--- config.mk ---
export PLATFORM = sky130hd
export DESIGN_NAME = multi_alarm_clock
export DESIGN_NICKNAME = d
export VERILOG_FILES = /design/src/rtl/clock_pkg.sv /design/src/rtl/hms_counter.sv /design/src/rtl/multi_alarm_clock.sv
export SDC_FILE = /design/constraint.sdc
export NUM_CORES = 1
export LEC_CHECK = 0
export CORE_ASPECT_RATIO = 0.7
export CORE_MARGIN = 5
export CORE_UTILIZATION = 61
export DETAILED_ROUTE_END_ITERATION = 6
export HOLD_SLACK_MARGIN = 0.08
export PLACE_DENSITY = 0.8
export SLEW_MARGIN = 20
export SYNTH_ARGS = -nofsm -noshare
export SYNTH_HDL_FRONTEND = slang
export SYNTH_SLANG_ARGS = --single-unit
--- constraint.sdc ---
create_clock -name clk -period 3.3 [get_ports clk]
set_input_delay 0.33 -clock clk [delete_from_list [all_inputs] [get_ports clk]]
set_output_delay 0.33 -clock clk [all_outputs]
set_load 0.01 [all_outputs]
--- src/rtl/clock_pkg.sv ---
// Shared time-of-day types, limits and wrap-around increment helpers for the
// alarm clock datapath.
package clock_pkg;

  localparam logic [4:0] MAX_HOUR = 5'd23;
  localparam logic [5:0] MAX_MIN  = 6'd59;
  localparam logic [5:0] MAX_SEC  = 6'd59;

  typedef struct packed {
    logic [4:0] hours;
    logic [5:0] minutes;
    logic [5:0] seconds;
  } time_t;

  typedef enum logic [1:0] {
    IDLE    = 2'd0,
    RINGING = 2'd1,
    SNOOZED = 2'd2
  } ring_state_t;

  function automatic logic [4:0] inc_hour(input logic [4:0] h);
    return (h >= MAX_HOUR) ? 5'd0 : h + 5'd1;
  endfunction

  function automatic logic [5:0] inc_min(input logic [5:0] m);
    return (m >= MAX_MIN) ? 6'd0 : m + 6'd1;
  endfunction

  function automatic logic [5:0] inc_sec(input logic [5:0] s);
    return (s >= MAX_SEC) ? 6'd0 : s + 6'd1;
  endfunction

  // One-second advance with carry; 23:59:59 rolls over to 00:00:00.
  function automatic time_t tick_time(input time_t t);
    time_t r;
    r = t;
    r.seconds = inc_sec(t.seconds);
    if (t.seconds >= MAX_SEC) begin
      r.minutes = inc_min(t.minutes);
      if (t.minutes >= MAX_MIN) r.hours = inc_hour(t.hours);
    end
    return r;
  endfunction

endpackage

--- src/rtl/hms_counter.sv ---
// 1 Hz prescaler plus hh:mm:ss timekeeper. A tick that collides with a
// manual edit is held for one cycle so no second is ever dropped.
module hms_counter
  import clock_pkg::*;
#(
  parameter int CLK_FREQ = 100_000_000
) (
  input  logic  clk,
  input  logic  reset,
  input  logic  inc_hr,
  input  logic  inc_mn,
  output time_t cur_time,
  output time_t cur_time_nxt,
  output logic  sec_strobe
);

  localparam int            PW   = (CLK_FREQ > 1) ? $clog2(CLK_FREQ) : 1;
  localparam logic [PW-1:0] LAST = PW'(CLK_FREQ - 1);

  logic [PW-1:0] pre_cnt;
  logic          tick;
  logic          pending;
  logic          edit;
  logic          advance;

  assign tick    = (pre_cnt == LAST);
  assign edit    = inc_hr | inc_mn;
  assign advance = (tick | pending) & ~edit;

  always_comb begin
    cur_time_nxt = cur_time;
    if (edit) begin
      if (inc_hr) cur_time_nxt.hours   = inc_hour(cur_time.hours);
      if (inc_mn) cur_time_nxt.minutes = inc_min(cur_time.minutes);
    end else if (advance) begin
      cur_time_nxt = tick_time(cur_time);
    end
  end

  always_ff @(posedge clk) begin
    if (!reset) begin
      pre_cnt    <= '0;
      pending    <= 1'b0;
      sec_strobe <= 1'b0;
      cur_time   <= '0;
    end else begin
      pre_cnt    <= tick ? '0 : pre_cnt + 1'b1;
      pending    <= edit & (tick | pending);
      sec_strobe <= advance;
      cur_time   <= cur_time_nxt;
    end
  end

endmodule

--- src/rtl/multi_alarm_clock.sv ---
// Top-level alarm clock: timekeeper, editable alarm bank with lowest-index
// match priority, and the ring/snooze/auto-off state machine.
module multi_alarm_clock
  import clock_pkg::*;
#(
  parameter int  CLK_FREQ   = 100_000_000,
  parameter int  NUM_ALARMS = 4,
  parameter int  SNOOZE_MIN = 5,
  parameter int  RING_SEC   = 60,
  localparam int SEL_W      = (NUM_ALARMS > 1) ? $clog2(NUM_ALARMS) : 1
) (
  input  logic                  clk,
  input  logic                  reset,
  input  logic                  mode,
  input  logic [SEL_W-1:0]      alarm_sel,
  input  logic [1:0]            edit_btns,
  input  logic [NUM_ALARMS-1:0] alarm_en,
  input  logic                  snooze_btn,
  input  logic                  stop_btn,
  output logic                  alarm,
  output logic [SEL_W-1:0]      alarm_id,
  output logic                  snoozed,
  output logic [16:0]           disp_time
);

  localparam int               SNZ_LOAD  = SNOOZE_MIN * 60;
  localparam int               SNZ_W     = $clog2(SNZ_LOAD + 1);
  localparam logic [SNZ_W-1:0] SNZ_INIT  = SNZ_W'(SNZ_LOAD);
  localparam logic [7:0]       RING_LAST = 8'(RING_SEC);

  logic [1:0] edit_q;
  logic       snooze_q, stop_q;
  logic [1:0] edit_edge;
  logic       snooze_edge, stop_edge;
  logic       sel_ok;

  assign edit_edge   = edit_btns & ~edit_q;
  assign snooze_edge = snooze_btn & ~snooze_q;
  assign stop_edge   = stop_btn & ~stop_q;
  assign sel_ok      = (int'(alarm_sel) < NUM_ALARMS);

  time_t cur_time, cur_time_nxt;
  logic  sec_strobe;

  hms_counter #(.CLK_FREQ(CLK_FREQ)) u_hms (
    .clk          (clk),
    .reset        (reset),
    .inc_hr       (edit_edge[1] & ~mode),
    .inc_mn       (edit_edge[0] & ~mode),
    .cur_time     (cur_time),
    .cur_time_nxt (cur_time_nxt),
    .sec_strobe   (sec_strobe)
  );

  logic [4:0] al_hh     [NUM_ALARMS];
  logic [5:0] al_mm     [NUM_ALARMS];
  logic [4:0] al_hh_nxt [NUM_ALARMS];
  logic [5:0] al_mm_nxt [NUM_ALARMS];

  always_comb begin
    for (int i = 0; i < NUM_ALARMS; i++) begin
      al_hh_nxt[i] = al_hh[i];
      al_mm_nxt[i] = al_mm[i];
      if (mode && sel_ok && int'(alarm_sel) == i) begin
        if (edit_edge[1]) al_hh_nxt[i] = inc_hour(al_hh[i]);
        if (edit_edge[0]) al_mm_nxt[i] = inc_min(al_mm[i]);
      end
    end
  end

  // Descending scan so the lowest matching index is the one left standing.
  logic             hit;
  logic [SEL_W-1:0] hit_id;
  logic             match;

  always_comb begin
    hit    = 1'b0;
    hit_id = '0;
    for (int i = NUM_ALARMS - 1; i >= 0; i--) begin
      if (alarm_en[i] && cur_time.hours == al_hh[i] &&
          cur_time.minutes == al_mm[i] && cur_time.seconds == 6'd0) begin
        hit    = 1'b1;
        hit_id = SEL_W'(i);
      end
    end
  end

  assign match = hit & sec_strobe;

  ring_state_t      state, state_nxt;
  logic [7:0]       ring_cnt, ring_cnt_nxt;
  logic [SNZ_W-1:0] snz_cnt, snz_cnt_nxt;
  logic [SEL_W-1:0] id_q, id_nxt;
  logic             slot_off;
  logic [16:0]      disp_nxt;

  assign slot_off = ~alarm_en[id_q];
  assign alarm_id = id_q;

  always_comb begin
    state_nxt    = state;
    ring_cnt_nxt = ring_cnt;
    snz_cnt_nxt  = snz_cnt;
    id_nxt       = id_q;
    case (state)
      IDLE: begin
        if (match) begin
          state_nxt    = RINGING;
          id_nxt       = hit_id;
          ring_cnt_nxt = '0;
        end
      end
      RINGING: begin
        if (slot_off || stop_edge) begin
          state_nxt = IDLE;
        end else if (snooze_edge) begin
          state_nxt   = SNOOZED;
          snz_cnt_nxt = SNZ_INIT;
        end else if (sec_strobe) begin
          if (ring_cnt + 8'd1 >= RING_LAST) state_nxt = IDLE;
          else                              ring_cnt_nxt = ring_cnt + 8'd1;
        end
      end
      SNOOZED: begin
        if (slot_off || stop_edge) begin
          state_nxt = IDLE;
        end else if (match) begin
          state_nxt    = RINGING;
          id_nxt       = hit_id;
          ring_cnt_nxt = '0;
        end else if (sec_strobe) begin
          if (snz_cnt <= SNZ_W'(1)) begin
            state_nxt    = RINGING;
            ring_cnt_nxt = '0;
            snz_cnt_nxt  = '0;
          end else begin
            snz_cnt_nxt = snz_cnt - SNZ_W'(1);
          end
        end
      end
      default: state_nxt = IDLE;
    endcase
  end

  // Display is built from next-state values so an edit shows one cycle later.
  always_comb begin
    disp_nxt = '0;
    if (!mode)       disp_nxt = cur_time_nxt;
    else if (sel_ok) disp_nxt = {al_hh_nxt[alarm_sel], al_mm_nxt[alarm_sel], 6'd0};
  end

  always_ff @(posedge clk) begin
    if (!reset) begin
      edit_q    <= '0;
      snooze_q  <= 1'b0;
      stop_q    <= 1'b0;
      state     <= IDLE;
      ring_cnt  <= '0;
      snz_cnt   <= '0;
      id_q      <= '0;
      alarm     <= 1'b0;
      snoozed   <= 1'b0;
      disp_time <= '0;
      for (int i = 0; i < NUM_ALARMS; i++) begin
        al_hh[i] <= '0;
        al_mm[i] <= '0;
      end
    end else begin
      edit_q    <= edit_btns;
      snooze_q  <= snooze_btn;
      stop_q    <= stop_btn;
      state     <= state_nxt;
      ring_cnt  <= ring_cnt_nxt;
      snz_cnt   <= snz_cnt_nxt;
      id_q      <= id_nxt;
      alarm     <= (state_nxt == RINGING);
      snoozed   <= (state_nxt == SNOOZED);
      disp_time <= disp_nxt;
      for (int i = 0; i < NUM_ALARMS; i++) begin
        al_hh[i] <= al_hh_nxt[i];
        al_mm[i] <= al_mm_nxt[i];
      end
    end
  end

endmodule

# Word level (Yosys, flattened, before mapping)
# Memory sizes are Yosys's and may differ from the RTL's.
# Cells that the tools add are included.
# Widths: inputs -> output; s select.
totals:
  regBits: 90
  ramBits: 44
  inputBits: 13
  word_cells: 220
  memories: 2
classes:
  addsub: 14
  order_cmp: 15
  n_eq_ne: 27
  mux: 91
  n_bitwise: 26
  reduce_logical: 28
memory_table:
  columns: ["memory", "words", "width", "read_ports", "rd_ports_with_merged_regs", "write_ports", "line_no", "source"]
  rows:
  - ["al_mm", 4, 6, 4, 0, 4, "multi_alarm_clock.sv:56", "logic [5:0] al_mm [NUM_ALARMS];"]
  - ["al_hh", 4, 5, 4, 0, 4, "multi_alarm_clock.sv:55", "logic [4:0] al_hh [NUM_ALARMS];"]
ops:
  columns: ["cell", "count"]
  rows:
  - ["$mux 6", 22]
  - ["$mux 5", 21]
  - ["$mux 8", 9]
  - ["$mux 9", 6]
  - ["$add 6x1->6 const B", 6]
  - ["$ge 6x6->1 const B", 6]
  - ["$mux 17", 2]
  - ["$mux 2", 15]
  - ["$add 27x1->27 const B", 1]
  - ["$eq 27x27->1 const B", 1]
  - ["$add 5x1->5 const B", 5]
  - ["$ge 5x5->1 const B", 5]
  - ["$eq 6x6->1", 4]
  - ["$pmux 8 s3", 1]
  - ["$mux 11", 2]
  - ["$eq 5x5->1", 4]
  - ["$pmux 9 s2", 1]
  - ["$logic_and 1x1->1", 16]
  - ["$ne 2x2->1 const B", 7]
  - ["$bmux 6 s2", 1]
  - ["$bmux 5 s2", 1]
  - ["$or 1x1->1", 10]
  - ["$le 9x1->1 const B", 1]
  - ["$reduce_and 9->1", 1]
  - ["other kinds (27)", 53]

# Depth between registers and ports, before layout
# An unclocked memory read counts as a cell.
depth:
  ltp_word: 14
  ltp_mapped: 9
  depth_no_buf: 8

# Modules after synthesis
# From an unflattened synthesis, not the netlist that was laid out.
hier_totals:
  cells_unflattened: 964
  hier_area_um2: 7875.1
by_module_without_submodules:
  columns: ["module", "n_inst", "cells_each", "area_each_um2"]
  rows:
  - ["multi_alarm_clock", 1, 666, 5400.2]
  - ["hms_counter", 1, 298, 2474.9]

# Worst setup path after synthesis
# No wires, ideal clock.
synth_timing:
  kind: "flip-flop to flip-flop"
  start: "register u_hms.cur_time[0] (netlist name)"
  end: "register ring_cnt[2]"
  setup_ps: 122
  arrival_ps: 2279
  required_time_ps: 3178
  setup_slack_ps: 899
  path_stages_with_launch: 9
  path_buffers: 0
  path_cell_list: "dfxtp_1 -> inv_1 -> ha_1 -> nor4b_4 -> nand4b_1 -> or4_4 -> and4_4 -> a221o_1 -> a221o_1"
synth_via:
  elab_chain_cells: 10
  elab_cells_between_ends: 17
  cone_classes: "eq/ne (3); mux (7); bitwise (1); reduce/logical (6)"
synth_rtl:
  columns: ["item", "line_no", "source"]
  rows:
  - ["$logic_not 6->1 (*)", "multi_alarm_clock.sv:81", "cur_time.minutes == al_mm[i] && cur_time.seconds == 6'd0) begin"]
  - ["$logic_and 1x1->1", "multi_alarm_clock.sv:81", null]
  - ["$mux 1 (3 in a row)", "multi_alarm_clock.sv:80", "if (alarm_en[i] && cur_time.hours == al_hh[i] &&"]
  - ["$mux 1 (*)", "multi_alarm_clock.sv:80", null]
  - ["$and 1x1->1 (*)", "multi_alarm_clock.sv:88", "assign match = hit & sec_strobe;"]
  - ["$mux 8", "multi_alarm_clock.sv:127", "end else if (match) begin"]
  - ["$mux 8", "multi_alarm_clock.sv:125", "if (slot_off || stop_edge) begin"]
  - ["$pmux 8 s3", "multi_alarm_clock.sv:105", "case (state)"]
  - ["end signal: assignment", "multi_alarm_clock.sv:173", "ring_cnt <= ring_cnt_nxt;"]
  - ["end: declaration", "multi_alarm_clock.sv:91", "logic [7:0] ring_cnt, ring_cnt_nxt;"]
# Every way passes the cells marked *; elsewhere a longest branch is shown, timed or not. The select of a mux whose other input is x is not followed.
# A chain may end at the register's enable or synchronous reset.

# Final worst setup path
layout_timing:
  start: "register u_hms.cur_time[0] (netlist name)"
  end: "register ring_cnt[2]"
layout_via:
  elab_chain_cells: 10
  elab_cells_between_ends: 17
  cone_classes: "eq/ne (3); mux (7); bitwise (1); reduce/logical (6)"
layout_rtl:
  columns: ["item", "line_no"]
  rows:
  - ["$logic_not 6->1 (*)", "multi_alarm_clock.sv:81"]
  - ["$logic_and 1x1->1", "multi_alarm_clock.sv:81"]
  - ["$mux 1 (3 in a row)", "multi_alarm_clock.sv:80"]
  - ["$mux 1 (*)", "multi_alarm_clock.sv:80"]
  - ["$and 1x1->1 (*)", "multi_alarm_clock.sv:88"]
  - ["$mux 8", "multi_alarm_clock.sv:127"]
  - ["$mux 8", "multi_alarm_clock.sv:125"]
  - ["$pmux 8 s3", "multi_alarm_clock.sv:105"]
# Marks and branches as above.

==> summary.md <==
| Metric | Value |
|---|---|
| Status | finished clean |
| Longest Clk Path Bufs | 2 |
| Worst EP required | between 3 and 4 ns |
| Crit Path Max Fanout | 11 |
| Post-synthesis instance area | roughly 7800 um^2 |
| Synth top area cells | dfxtp_1 (35%), xnor2_1 (6.5%), nor2_1 (4.5%) |
| Endpoint class of the critical path | register |
| Overflow after GRT | 0 |
| Synth Flop Type | dfxtp_1 |
| Top cell type's share of synthesized area | 34.5% |
| Core area | 12500 um^2 |
| Final net count | 974 |
| Reg area | between 2000 and 3000 um^2 |
| Highest-count cells in the layout ignoring fill and taps | dfxtp_1 (134), nor2_1 (94), nand2_1 (72) |
| Clk Latency, worst-skew pair | between 0.4 and 0.5 ns |
| Boundary Pins | 34 |
| Post-Layout Cell Count | 1119 |
| Num CTS Buffers | 17 |
| DIE AREA | between 15000 and 20000 um^2 |
| Reg clk slew, reported paths | ~0.060 ns |
| Pwr per Cell Area | 432 nW/um^2 |
| Final TNS setup | 0 ns |
| Tot Pwr | approximately 3.8 mW |
| Core Util, Final | between 70% and 80% |
| CTS Root Buffer Type | clkbuf_16 |
| HP Class | reg -> reg |
| Layout area overhead | 13.0% |
| Worst setup SP type | register |
| Fin crit period | between 2 and 3 ns |
| Routed Wire Length | between 20 and 25 mm |
| Post-CTS Resized | 0 |
| Post-synth top area cell | dfxtp_1 |
| Filler cells | between 900 and 1000 |
| Number of setup buffers added after CTS | 0 |
| Inst Count DP | between 1000 and 1500 |
| Chip width | 145 um |
| Hold-fix buffers at CTS | 0 |
| Dpl ws | roughly 0.28 ns |
| Most common cell after layout, fill and taps aside | dfxtp_1 |
| Vias in the first global route | ~6400 |
| Initial antenna violation count | 0 |
| DP Area | 8200 um^2 |
| Num rows | 34 |
| Final instance area | between 8000 and 9000 um^2 |
| Initial core utilization | between 60 and 70% |
| CTS tree | done |
| Setup Skew | 0.0100 ns |
| DRC | 0 |
| Post-synth EDFFs | 0 |
| Die height | roughly 100 um |
| Seq/Total Area, Yosys | about 35% |
| Flops & latches, synth | approximately 130 |
| DRT iter0 DRCs | 994 |
| Unrepaired setup endpoints after global routing | false |
| Fin crit share | between 80% and 90% |
| Detailed Place HPWL | 15.0 mm |
| Worst slew margin | 41.6% |
| Gr usage total | between 20% and 30% |
| Multi-input gate area | around 4700 um^2 |
| Gate Count Post-Synth | 934 |
| Max-Cap Viols | 0 |
| Pleak | ~3.2 nW |
| Synthesized Nets | slightly below 1000 |
| Critical Path AT | between 3 and 4 ns |
| Ys async rst share | 0% |
| Max Clock Freq | between 300 and 400 MHz |
| First-pass GRT wire length | roughly 34 mm |
| Final count of pins violating max slew | 0 |
| Least-Margin Pin Slew | between 0.8 and 0.9 ns |
| GPL Wtd Cong | between 1 and 1.5 |
| Ant. Diodes | 0 |
| Vias | approximately 7300 |
| Initial DRT Pass Iterations | 6 |
| Final WS setup | just under 0.5 ns |
| Largest net degree at the start of global routing | 37 |
| WL/cell | around 19 um |
| IO Port Bufs | 33 |
| Avg Inst Size Synth | slightly above 8 um^2 |
| Min Hold Slack | between 0.4 and 0.5 ns |
| Via density per instance | ~6.5 |
| Synth cell types | 78 |
| Final setup violation count | 0 |
| Share of layout cells above drive strength 1 | a little under a tenth |
| Clock Sinks | ~130 |
| Count of warnings emitted by yosys | 0 |
| ANT nets after route | 0 |
| VDD IR max | ~0.0004 V |
| Crit path kind | reg -> reg |
| Max H-tree Level | 4 |
| Final hold vios | 0 |
==> cell usage after synthesis, types with 5 or more instances <==
cell type  instances
dfxtp_1          134
nor2_1            94
nand2_1           72
xnor2_1           58
o21ai_0           41
clkbuf_1          40
and2_1            39
a21oi_1           38
nand3_1           38
nor3_1            28
inv_1             25
nand4_1           22
buf_2             17
a31oi_1           16
ha_1              16
xor2_1            13
nor2b_1           12
o31ai_1           11
or3_1             11
a22oi_1           10
a211oi_1           9
a21o_1             9
and3_1             9
mux2i_1            9
nand4b_1           8
nor4_1             8
mux4_2             7
nand2b_1           7
o22ai_1            7
a31o_2             6
and4_1             6
mux2_2             6
a221oi_1           5
a32oi_1            5
o2111a_1           5
o211a_1            5
o211ai_1           5
==> worst paths after layout <==
check | from | endpoint | slack (ns) | cells after the start
worst max register to register | u_hms.cur_time[0] | ring_cnt[2] | 0.49 | 8
worst min register to register | u_hms.pre_cnt[0] | u_hms.pre_cnt[0] | 0.46 | 1
worst max-delay path | u_hms.cur_time[0] | ring_cnt[2] | 0.49 | 8
worst min-delay path | u_hms.pre_cnt[0] | u_hms.pre_cnt[0] | 0.46 | 1
==> cell families (layout without fill, tap and decap cells) <==
kind of cell | after synthesis | in the layout | share of synthesized area, %
adder cells (fa/ha/maj) | 19 | 19 | 2.96
AO/OA/AOI/OAI | 218 | 218 | 19.8
AND/OR/NAND/NOR | 384 | 384 | 26.2
flip-flops | 134 | 134 | 34.5
multiplexers | 22 | 22 | 4.06
XOR/XNOR | 71 | 71 | 8.01
buffers and inverters | 86 | 109 | 4.43
==> power by group <==
| group | switching [mW] | internal (mW) | leakage, nW |
|---|---|---|---|
| combinational | 0.161 | 0.105 | 1.78 |
| sequential | 0.0213 | 1.64 | 1.08 |
| clock | 0.757 | 1.11 | 0.284 |
| total | 0.939 | 2.85 | 3.15 |
==> state kept, by name (all words and copies together), names as in the netlist, 8 cells and up <==
name	count
u_hms.pre_cnt	27
snz_cnt	9
disp_time	17
al_mm	24
u_hms.cur_time	17
al_hh	20
ring_cnt	8
==> critical path, stage by stage (launching register included) <==
cell      delay, ns
dfxtp_1        0.34
inv_1          0.09
ha_1           0.16
nor4b_4        0.34
nand4b_1       0.15
or4_4          0.54
and4_4         0.27
a221o_1        0.43
a221o_1        0.37
==> layout make-up <==
class | instances | area share [%]
clock buffers | 17 | 4.85
clock inverters | 14 | 1.74
inverters | 26 | 1.11
multi-input cells | 714 | 54.1
flip-flops and latches | 134 | 30.6
well taps | 162 | 2.31
repair buffers | 52 | 5.33
==> metal layers <==
metal,GRT usage [%],part of all wire (%),vias to the layer above
met2,35.6,39,396
met5,0,0,-
met3,9.79,11,36
met1,43.7,48,3378
li1,-,-,3441
met4,8.39,2.0,0
Note: power is estimated with default switching activity, not from simulation.
